**config.mk**
```make
export PLATFORM = sky130hd
export DESIGN_NAME = present_motion
export DESIGN_NICKNAME = d
export VERILOG_FILES = /design/src/rtl/present_pkg.sv /design/src/rtl/frame_tick_sync.sv /design/src/rtl/present_motion.sv
export SDC_FILE = /design/constraint.sdc
export NUM_CORES = 1
export LEC_CHECK = 0
export CAP_MARGIN = 20
export CORE_MARGIN = 4
export CORE_UTILIZATION = 55
export CTS_CLUSTER_SIZE = 28
export DETAILED_ROUTE_END_ITERATION = 16
export PLACE_DENSITY = 0.85
export SLEW_MARGIN = 20
export SYNTH_ARGS = -nofsm -noshare
export SYNTH_HDL_FRONTEND = slang
export SYNTH_SLANG_ARGS = --single-unit
```
**constraint.sdc**
```tcl
create_clock -name Clk -period 6.5 [get_ports Clk]
set_clock_uncertainty 0.05 [all_clocks]
set_input_delay 1.95 -clock Clk [delete_from_list [all_inputs] [get_ports Clk]]
set_output_delay 1.95 -clock Clk [all_outputs]
set_load 0.01 [all_outputs]
```
**src/rtl/present_pkg.sv**
```systemverilog
// Shared types and playfield geometry for the falling-present sprite.
package present_pkg;

   typedef enum logic [1:0] {
      IDLE   = 2'd0,
      FALL   = 2'd1,
      HIT    = 2'd2,
      MISSED = 2'd3
   } stateT;

   localparam int unsigned LANE_W      = 160;
   localparam int unsigned SPRITE_SIZE = 108;
   localparam int unsigned X_OFFSET    = 26;
   localparam int unsigned SCREEN_H    = 480;
   localparam int unsigned Y_MAX       = SCREEN_H - SPRITE_SIZE;
   localparam int unsigned CS_MOD      = 12;

   // Left edge of a sprite centred in one of the four 160-pixel lanes.
   function automatic logic [9:0] laneX(input logic [1:0] lane);
      return 10'(LANE_W * lane + X_OFFSET);
   endfunction

endpackage

```
**src/rtl/frame_tick_sync.sv**
```systemverilog
// Brings the VGA vsync level into the Clk domain and emits a one-cycle tick per frame.
module frame_tick_sync (
   input  logic Clk,
   input  logic Reset,
   input  logic frameIn,
   output logic tick
);

   logic frameSync_p0, frameSync_p1, frameSync_p2;

   always_ff @(posedge Clk or posedge Reset) begin
      if (Reset) begin
         frameSync_p0 <= 1'b0;
         frameSync_p1 <= 1'b0;
         frameSync_p2 <= 1'b0;
         tick         <= 1'b0;
      end else begin
         // _p0/_p1 form the synchronizer, _p2 holds the previous level for edge detection
         frameSync_p0 <= frameIn;
         frameSync_p1 <= frameSync_p0;
         frameSync_p2 <= frameSync_p1;
         tick         <= frameSync_p1 & ~frameSync_p2;
      end
   end

endmodule

```
**src/rtl/present_motion.sv**
```systemverilog
// Motion controller for one falling present: spawn, fall per frame tick, freeze on hit, report misses.
module present_motion
   import present_pkg::*;
#(
   parameter int unsigned HIT_HOLD  = 8,
   parameter logic [15:0] LFSR_SEED = 16'hACE1
) (
   input  logic       Clk,
   input  logic       Reset,
   input  logic       frame_clk,
   input  logic       spawn,
   input  logic       hit,
   input  logic [2:0] speed,
   output logic [9:0] StartX,
   output logic [9:0] StartY,
   output logic [3:0] cs,
   output logic       randomColor,
   output logic       active,
   output logic       score_pulse,
   output logic       miss_pulse
);

   localparam int HOLD_W = ($clog2(HIT_HOLD) < 1) ? 1 : $clog2(HIT_HOLD);

   // A stalled speed setting of 0 still moves the sprite one pixel per frame.
   function automatic logic [10:0] stepOf(input logic [2:0] spd);
      return (spd == 3'd0) ? 11'd1 : {8'd0, spd};
   endfunction

   stateT             state, stateNext;
   logic              tick;
   logic [15:0]       lfsr;
   logic [HOLD_W-1:0] holdCnt, holdNext;
   logic [10:0]       yStep;
   logic [9:0]        xNext, yNext;
   logic [3:0]        csNext;
   logic              colorNext, scoreNext, missNext;

   frame_tick_sync uSync (
      .Clk     (Clk),
      .Reset   (Reset),
      .frameIn (frame_clk),
      .tick    (tick)
   );

   // Galois form of x^16 + x^14 + x^13 + x^11 + 1; never locks up as long as the seed is nonzero.
   always_ff @(posedge Clk or posedge Reset) begin
      if (Reset) lfsr <= LFSR_SEED;
      else       lfsr <= {1'b0, lfsr[15:1]} ^ (lfsr[0] ? 16'hB400 : 16'h0000);
   end

   assign yStep = {1'b0, StartY} + stepOf(speed);

   always_comb begin
      stateNext = state;
      xNext     = StartX;
      yNext     = StartY;
      csNext    = cs;
      colorNext = randomColor;
      holdNext  = holdCnt;
      scoreNext = 1'b0;
      missNext  = 1'b0;
      case (state)
         IDLE: if (spawn) begin
            stateNext = FALL;
            xNext     = laneX(lfsr[1:0]);
            yNext     = '0;
            colorNext = lfsr[2];
            csNext    = '0;
         end
         FALL: if (tick) begin
            // A hit wins over the bottom crossing on the same tick.
            if (hit) begin
               stateNext = HIT;
               scoreNext = 1'b1;
               holdNext  = '0;
            end else if (yStep > 11'(Y_MAX)) begin
               stateNext = MISSED;
               missNext  = 1'b1;
            end else begin
               yNext  = yStep[9:0];
               csNext = (cs == 4'(CS_MOD - 1)) ? 4'd0 : cs + 4'd1;
            end
         end
         HIT: if (tick) begin
            if (holdCnt == HOLD_W'(HIT_HOLD - 1)) begin
               stateNext = IDLE;
               holdNext  = '0;
            end else begin
               holdNext = holdCnt + HOLD_W'(1);
            end
         end
         MISSED:  stateNext = IDLE;
         default: stateNext = IDLE;
      endcase
   end

   always_ff @(posedge Clk or posedge Reset) begin
      if (Reset) begin
         state       <= IDLE;
         StartX      <= '0;
         StartY      <= '0;
         cs          <= '0;
         randomColor <= 1'b0;
         holdCnt     <= '0;
         active      <= 1'b0;
         score_pulse <= 1'b0;
         miss_pulse  <= 1'b0;
      end else begin
         state       <= stateNext;
         StartX      <= xNext;
         StartY      <= yNext;
         cs          <= csNext;
         randomColor <= colorNext;
         holdCnt     <= holdNext;
         active      <= (stateNext == FALL) || (stateNext == HIT);
         score_pulse <= scoreNext;
         miss_pulse  <= missNext;
      end
   end

endmodule

```
# After elaboration in Yosys (flattened, before gate mapping)
# Cells that the tools add are included.
# Widths: inputs -> output; s select.
# op_classes
n_addsub,4
mul,1
n_lt_le_gt_ge,1
n_eq_ne,13
n_mux,32
bitwise,3
n_reduce_logical,8
# op_table
op,count
$mux 10,4
$mux 4,5
$pmux 10 s2,1
$mux 16,1
$xor 15x16->16,1
$mux 3,5
$mux 2,6
$add 10x3->11,1
$gt 11x9->1 const B,1
$add 10x5->10 const B,1
$ne 2x2->1 const B,4
$pmux 2 s4,1
$pmux 4 s2,1
$mux 1,7
$eq 2x2->1 const B,3
$pmux 3 s2,1
$mul 3x2->5 const A,1
$reduce_and 5->1,1
$add 4x1->4 const B,1
$eq 2x1->1 const B,2
$eq 4x4->1 const B,1
$ne 2x1->1 const B,2
$reduce_and 4->1,1
$reduce_bool 2->1,2
other kinds (8),8
# word_totals
ff_bits,53
input_bits,8

# Longest topological paths before layout
# Gate-level depths: netlist (run 1).
# logic_depth
ltp_word,10
ltp_mapped,12
depth_no_buf,10

# Cells and area by module
# A second synthesis (run 1) with hierarchy kept.
# unflattened
cells_unflattened,173
hier_area_um2,2085.8
# by_module_without_submodules
module,instances,cells_each,area_per_inst_um2,seq_area_each_um2
present_motion,1,167,1968.1,1061.0
frame_tick_sync,1,6,117.6,100.1

# Least setup slack after synthesis (run 1)
# No wires, ideal clock.
# synth_path
kind,input -> register
from,input port speed[0]
to,register StartY[4]
arrival_ns,4.123
required_time_ns,6.329
setup_slack_ns,2.206
stages,11
n_path_buf,2
cell_sequence,o21bai_1 -> ha_1 -> fa_1 -> xnor2_1 -> o221a_1 -> o21ai_1 -> a211o_1 -> buf_6 -> and2_4 -> buf_6 -> o22a_1
# synth_between
elab_chain_len,7
elab_cells_between_ends,10
cone_classes,add/sub (1); order compare (1); eq/ne (1); mux (5); reduce/logical (2)
# synth_rtl
element,line_no,rtl
"start, declared",present_motion.sv:13,"input logic [2:0] speed,"
$logic_not 3->1,present_motion.sv:27,"return (spd == 3'd0) ? 11'd1 : {8'd0, spd};"
$mux 3 (*),present_motion.sv:27,
$add 10x3->11 (*),present_motion.sv:52,"assign yStep = {1'b0, StartY} + stepOf(speed);"
branches (longest 4 deep; another with $gt 11x9->1),--,
"end signal, assigned",present_motion.sv:112,StartY <= yNext;
"end, declared",present_motion.sv:15,"output logic [9:0] StartY,"
# Every way passes the cells marked *. The select of a mux whose other input is x is not followed.
# A chain may end at the register's enable or synchronous reset.

# Worst setup path in the final report (run 1)
# layout_path
from,input port speed[1]
to,register cs[1]
# layout_between
elab_chain_len,6
# layout_rtl
element,line_no,rtl
$logic_not 3->1,present_motion.sv:27,
$mux 3 (*),present_motion.sv:27,
$add 10x3->11 (*),present_motion.sv:52,
$gt 11x9->1 (*),present_motion.sv:77,end else if (yStep > 11'(Y_MAX)) begin
$ne 2x2->1 (no line) (*),--,
$reduce_and 5->1 (no line) (*),--,
"end signal, assigned",present_motion.sv:113,cs <= csNext;
"end, declared",present_motion.sv:16,"output logic [3:0] cs,"
# Mark *: on every way between the ends. The rest lies on a longest branch, timed or not.

==> impl_metrics.toml, run 1 <==
[critical_path]
arrival_ns = 5.05
crit_slowest_cell = "clkdlybuf4s50_1"
crit_path_max_fanout = 19
crit-reg2reg-capture = "cs[1]$_DFFE_PP0P_"
slowest_delay_ns = 0.55
ff2ff_path_depth = 9
worst_setup_path_end_kind = "flip-flop"
critical_path_class = "primary input to flip-flop"
start_kind = "primary input"
worst_ep_required_time_ns = 6.63
r2r_slack_ns = 3.46
reg2reg_from = "StartY[0]$_DFFE_PP0P_"
cp_common_cell = "o21ai_1"
path_cells = "clkdlybuf4s50_1, o21bai_1, ha_1, fa_1, a21o_1, a211oi_1, a211oi_2, o21ai_1, a211o_1, and2_4, o21ai_1"

[global_routing]
grt_pass1_wl_um = 6762
antenna_found_initial = 0
grt_overflow_total = 0
grt_pass1_vias = 1368
grt_max_degree = 47
grt_usage_pct = 17.65

[route]
drt-pass1-iter-count = 4
dr_total_vias = 1457
ant_nets = 0
drt-wirelength-per-cell_um = 14.47
drcViolationCount = 0
viasPerCell = 5.477
finalWirelength_um = 3850
drtIter0Drc = 130

[clocking]
cts_buffers = 5
clock_path_buffers = 2
cts_hold_buf = 0
cts.clk_slew.worst_paths_ns = 0.08
insertion_delay_ns = 0.30
root_buffer = "clkbuf_8"
post-cts-setup-buffer-count = 0
cts.sinks = 46
cts_tree = "built"
htreeDepth = 2
cts_resized = 0

[yosys]
synth_top_area_share_pct = 45.73
yosys_warnings = 0
ys_async_sr_fraction_pct = 100.0
synth_cells = 190
ys_types = 47
synthTopCellsByArea = "dfrtp_1 (46%), dfstp_2 (10%), nand2_1 (5.8%)"
yosysMostFrequentCell = "dfrtp_1"
synthTopCellsByCount = "dfrtp_1 (38), nand2_1 (32), nand3_1 (14)"
synth_area_leader_cell = "dfrtp_1"
synth_seq_cells = 46
synth_edf_count = 0
ys.flop_type = "dfrtp_1"
postSynthAreaPerCell_sq_um = 10.94
ys_seq_area_share_pct = 55.84
syn_area_sq_um = 2079

[sta]
finalHoldViolCount = 0
rsz0062_at_grt = "false"
final.period_utilization_pct = 75.62
min_period_ns = 4.915
maxSlewHeadroom_pct = 44.66
worst_pin_slew_ns = 0.8285
max_freq_mhz = 203.4
drv_slew = 0
hold_slack_ns = 0.3002
finalSetupViolCount = 0
setup_tns_ns = 0

[power]
pwr-share-comb_pct = 30.7
switching_power_mw = 0.2774
power.density_nw_per_um2 = 336.4
p_leak_nw = 1.135
vdd_drop_max_v = 0.0001774
p_int_mw = 0.5603
power_frac_seq_pct = 43.3
pwr-share-clk_pct = 26.0
switching_share_pct = 33.12

[layout]
syn2layout_area_growth_pct = 19.74
drive_gt1_share_pct = 10.09
diodes = 0
fin_cells = 266
nNetsFinal = 232

[hold_path]
min-delay-start = "lfsr[9]$_DFF_PP0_"
whs_path_depth = 0
min_path_type = "flip-flop to flip-flop"
min_to = "lfsr[8]$_DFF_PP0_"

[floorplanning]
start_util_pct = 56.80
die_x_um = 69.49
rows = 22
coreArea_sq_um = 3661
io_pins = 36
die_area_sq_um = 4829
die_h_um = 69.49

[run_status]
status = "complete, no violations"

[placement]
dpl.cell_count = 258
numPortBuffers = 32
dp.final_hpwl_um = 2695
place.gp.congestion = 0.9147

[flow_run]
drv_cap = 0
-- power by group through the flow --
stage	logic, mW	clock network [mW]	registers [mW]
final	0.257	0.217	0.363
after global routing	0.287	0.236	0.370
after CTS	0.260	0.221	0.362
after detailed placement	0.257	0	0.368
after global placement	0.248	0	0.368
after floorplan	0.182	0	0.361
-- worst max-delay path, delay by kind of cell --
family / cells / cell delay, ns
adder cells (fa/ha/maj): 2 / 0.66
AO/OA/AOI/OAI: 7 / 1.57
buffers and inverters: 1 / 0.55
AND/OR/NAND/NOR: 1 / 0.32
-- registers in the layout, indices dropped and copies added (netlist names) --
signal              cells
lfsr                   16
StartY                 10
cs                      4
StartX                  3
holdCnt                 3
state                   2
active                  1
miss_pulse              1
randomColor             1
score_pulse             1
uSync.frameSync_p0      1
uSync.frameSync_p1      1
uSync.frameSync_p2      1
uSync.tick              1
-- how the worst max path moves through the flow --
stage,slack (ns),depth (start not counted),from,endpoint
final,1.58,11,speed[1],cs[1]$_DFFE_PP0P_
after floorplan,2.21,11,speed[0],StartY[4]$_DFFE_PP0P_
after global placement,1.50,10,speed[1],StartY[4]$_DFFE_PP0P_
after CTS,1.61,11,speed[1],cs[1]$_DFFE_PP0P_
after global routing,1.39,11,speed[1],StartY[0]$_DFFE_PP0P_
after detailed placement,1.30,11,speed[1],cs[1]$_DFFE_PP0P_
-- cells in the final DEF (no fill, tap or decap), types with 2 or more instances in the layout --
master | netlist | final
ha_1 | 6 | 6
nand2_1 | 32 | 32
and3_1 | 3 | 3
o22a_1 | 2 | 2
xnor2_1 | 3 | 3
o22ai_1 | 2 | 2
a21o_1 | 5 | 5
nand4_1 | 2 | 2
dfrtp_1 | 38 | 38
nand3_1 | 14 | 14
nor3b_1 | 2 | 2
nand2b_1 | 3 | 3
a21oi_1 | 5 | 5
o2bb2ai_1 | 2 | 2
dfstp_2 | 8 | 8
nor2b_1 | 4 | 4
and2_4 | 2 | 2
nor3_1 | 3 | 3
nand3b_1 | 2 | 2
conb_1 | 1 | 3
o21ai_1 | 7 | 7
o21ai_0 | 2 | 2
clkbuf_8 | 0 | 6
nor2_1 | 4 | 4
xor2_1 | 4 | 4
clkdlybuf4s50_1 | 0 | 32
-- cells by family after synthesis --
logic type | after synthesis | share of synthesized area [%]
buf+inv | 17 | 5.234
xor+xnor | 7 | 2.948
fa+ha+maj | 7 | 4.573
compound gates | 34 | 12.03
flops | 46 | 55.84
simple gates | 77 | 18.71
other cells | 1 | 0.1803
mux | 1 | 0.4814
-- layer usage --
layer  wire [um]  global-route usage [%]
met2        1818                   27.33
met1        1767                   24.43
met5           0                       0
met4          61                   4.989
met3         203                   4.928
-- stage by stage --
| step | area (sq um) | setup WS (ns) | power, mW | utilization [%] |
|---|---|---|---|---|
| after floorplan | 2087 | 2.206 | 0.5427 | - |
| after global placement | 2374 | 1.497 | 0.6155 | 64.83 |
| after detailed placement | 2374 | 1.303 | 0.6250 | 64.83 |
| after CTS | 2490 | 1.613 | 0.8434 | 68.01 |
| after global routing | 2490 | 1.387 | 0.8923 | 68.01 |
| final | 2490 | 1.585 | 0.8377 | 68.01 |
-- area by class of cell --
type | count | area, sq um
clock buffers | 7 | 86.33
well taps | 48 | 60.06
fillers | 278 | 1171
multi-input cells | 129 | 817.0
repair buffers | 33 | 327.8
flip-flops and latches | 46 | 1161
clock inverters | 1 | 30.03
inverters | 2 | 7.507
No activity file was read; power rests on OpenSTA's default activity.
==> run 2, diff against run 1 <==
- CORE_UTILIZATION: 55 -> 47
- PLACE_DENSITY: 0.85 -> 0.77
- clock period: 6.5 -> 4.41 ns (I/O delays scaled with it)
==> run 2 against run 1 <==
Register-to-register slack worse by 1.9 ns. Setup slack got worse by 1.2 ns. Clock power increased by 75%. Sequential power rose by 48%. Combinational power is 54% higher. Via count increased by 1.9%. Critical endpoint is now StartY[2]$_DFFE_PP0P_. Core utilization decreased by 6.5 points. Critical path depth up 1. Sequential share of layout area decreased by 1.1 points.
==> impl_metrics.toml, run 2 (synthesis results as in run 1) <==
[run_status]
status = "complete, no violations"

[placement]
numPortBuffers = 32
dp.final_hpwl_um = 2894
place.gp.congestion = 0.7782

[global_routing]
grt_max_degree = 29
grt_overflow_total = 0
grt_usage_pct = 16.94
grt_pass1_vias = 1480
antenna_found_initial = 0
grt_pass1_wl_um = 6982

[sta]
maxSlewHeadroom_pct = 58.16
rsz0062_at_grt = "false"
drv_slew = 0
finalHoldViolCount = 0
final.period_utilization_pct = 90.84
max_freq_mhz = 249.6
worst_pin_slew_ns = 0.6261
finalSetupViolCount = 0
min_period_ns = 4.006
setup_tns_ns = 0

[clocking]
htreeDepth = 2
insertion_delay_ns = 0.30
cts.sinks = 46
cts_tree = "built"
cts_resized = 0
clock_path_buffers = 2
cts_buffers = 5
cts.clk_slew.worst_paths_ns = 0.08
root_buffer = "clkbuf_8"
cts_hold_buf = 0
post-cts-setup-buffer-count = 0

[layout]
fin_util_pct = 61.50
nNetsFinal = 236
largest_register = "lfsr"
top_regs = "lfsr (16), StartY (10), cs (4)"
syn2layout_area_growth_pct = 22.56
drive_gt1_share_pct = 12.61
final_common_cell = "dfrtp_1"
diodes = 0
final_cell_mix = "dfrtp_1 (38), nand2_1 (32), clkdlybuf4s50_1 (32)"
largest_register_ffs = 16

[hold_path]
min_path_type = "flip-flop to flip-flop"

[route]
finalWirelength_um = 4104
dr_total_vias = 1485
drt-wirelength-per-cell_um = 15.09
drtIter0Drc = 83
ant_nets = 0
drt-pass1-iter-count = 5
drcViolationCount = 0
viasPerCell = 5.460

[flow_run]
drv_cap = 0

[power]
switching_power_mw = 0.4178
p_leak_nw = 1.170
pwr-share-clk_pct = 28.9
vdd_drop_max_v = 0.0003389
power_frac_seq_pct = 40.9
switching_share_pct = 31.75
p_int_mw = 0.8980
pwr-share-comb_pct = 30.2
power.density_nw_per_um2 = 516.3

[floorplanning]
die_x_um = 74.52
io_pins = 36
die_area_sq_um = 5552
rows = 23
die_h_um = 74.52
coreArea_sq_um = 4144
start_util_pct = 50.18

[critical_path]
start_kind = "primary input"
critical_path_class = "primary input to flip-flop"
crit_path_max_fanout = 14
worst_ep_required_time_ns = 4.58
arrival_ns = 4.17
worst_setup_path_end_kind = "flip-flop"
[run 2: cell count changes in the layout (fill, tap and decap cells not counted), sizes merged]
| cell | previous run | this run |
|---|---|---|
| clkbuf | 7 | 6 |
| inv | 1 | 2 |
| clkinv | 1 | 0 |
| bufinv | 1 | 2 |
| buf | 1 | 5 |
[run 2: path summary, 6_finish.rpt]
check | slack (ns) | depth (start not counted) | start | endpoint
worst max-delay path | 0.40 | 12 | speed[1] | StartY[2]$_DFFE_PP0P_
worst min register to register | 0.30 | 0 | lfsr[3]$_DFF_PP0_ | lfsr[2]$_DFF_PP0_
worst max register to register | 1.54 | 10 | StartY[0]$_DFFE_PP0P_ | StartY[2]$_DFFE_PP0P_
max in group asynchronous | 2.25 | 3 | Reset | lfsr[5]$_DFF_PP1_
worst min-delay path | 0.30 | 0 | lfsr[3]$_DFF_PP0_ | lfsr[2]$_DFF_PP0_
min in group asynchronous | 1.34 | 2 | Reset | uSync.frameSync_p1$_DFF_PP0_
[run 2: routing by layer]
metal / global-route usage, % / up-vias / wire [um]
met1: 23.35 / 721 / 1891
li1: - / 710 / -
met3: 4.730 / 11 / 196
met4: 7.115 / 0 / 72
met5: 0 / - / 0
met2: 25.27 / 43 / 1944
[run 2: metrics by stage]
stage	power (mW)	std cells	cell area (sq um)	setup slack, ns	hold WS [ns]
3_3_place_gp	0.9324	264	2406	0.1663	0.2825
2_1_floorplan	0.8000	192	2087	0.7429	0.2812
3_5_place_dp	0.9447	264	2406	0.08237	0.2855
6_report	1.316	272	2549	0.4041	0.2999
4_1_cts	1.329	272	2549	0.4010	0.3046
5_1_grt	1.400	272	2549	0.2544	0.3088
[run 2: power groups by stage]
stage | sequential [mW] | clock [mW] | combinational (mW)
detailed placement | 0.547 | 0 | 0.398
global placement | 0.544 | 0 | 0.389
finish | 0.539 | 0.380 | 0.397
CTS | 0.539 | 0.389 | 0.401
floorplan | 0.532 | 0 | 0.268
global route | 0.551 | 0.411 | 0.439
[run 2: layout make-up]
| class | instances | area (sq um) |
|---|---|---|
| well taps | 50 | 62.56 |
| inverters | 2 | 7.507 |
| clock inverters | 2 | 60.06 |
| flip-flops and latches | 46 | 1161 |
| multi-input cells | 129 | 817.0 |
| fillers | 349 | 1595 |
| repair buffers | 37 | 357.8 |
| clock buffers | 6 | 82.58 |
[run 2: critical path, stage by stage]
cell and delay, ns:
clkdlybuf4s50_1 0.48, o21bai_1 0.08, ha_1 0.21, fa_1 0.43, a21o_1 0.25, a211oi_1 0.31, a211oi_2 0.08, o21ai_1 0.18
a211o_1 0.40, buf_4 0.22, nand3_1 0.12, o31ai_4 0.09
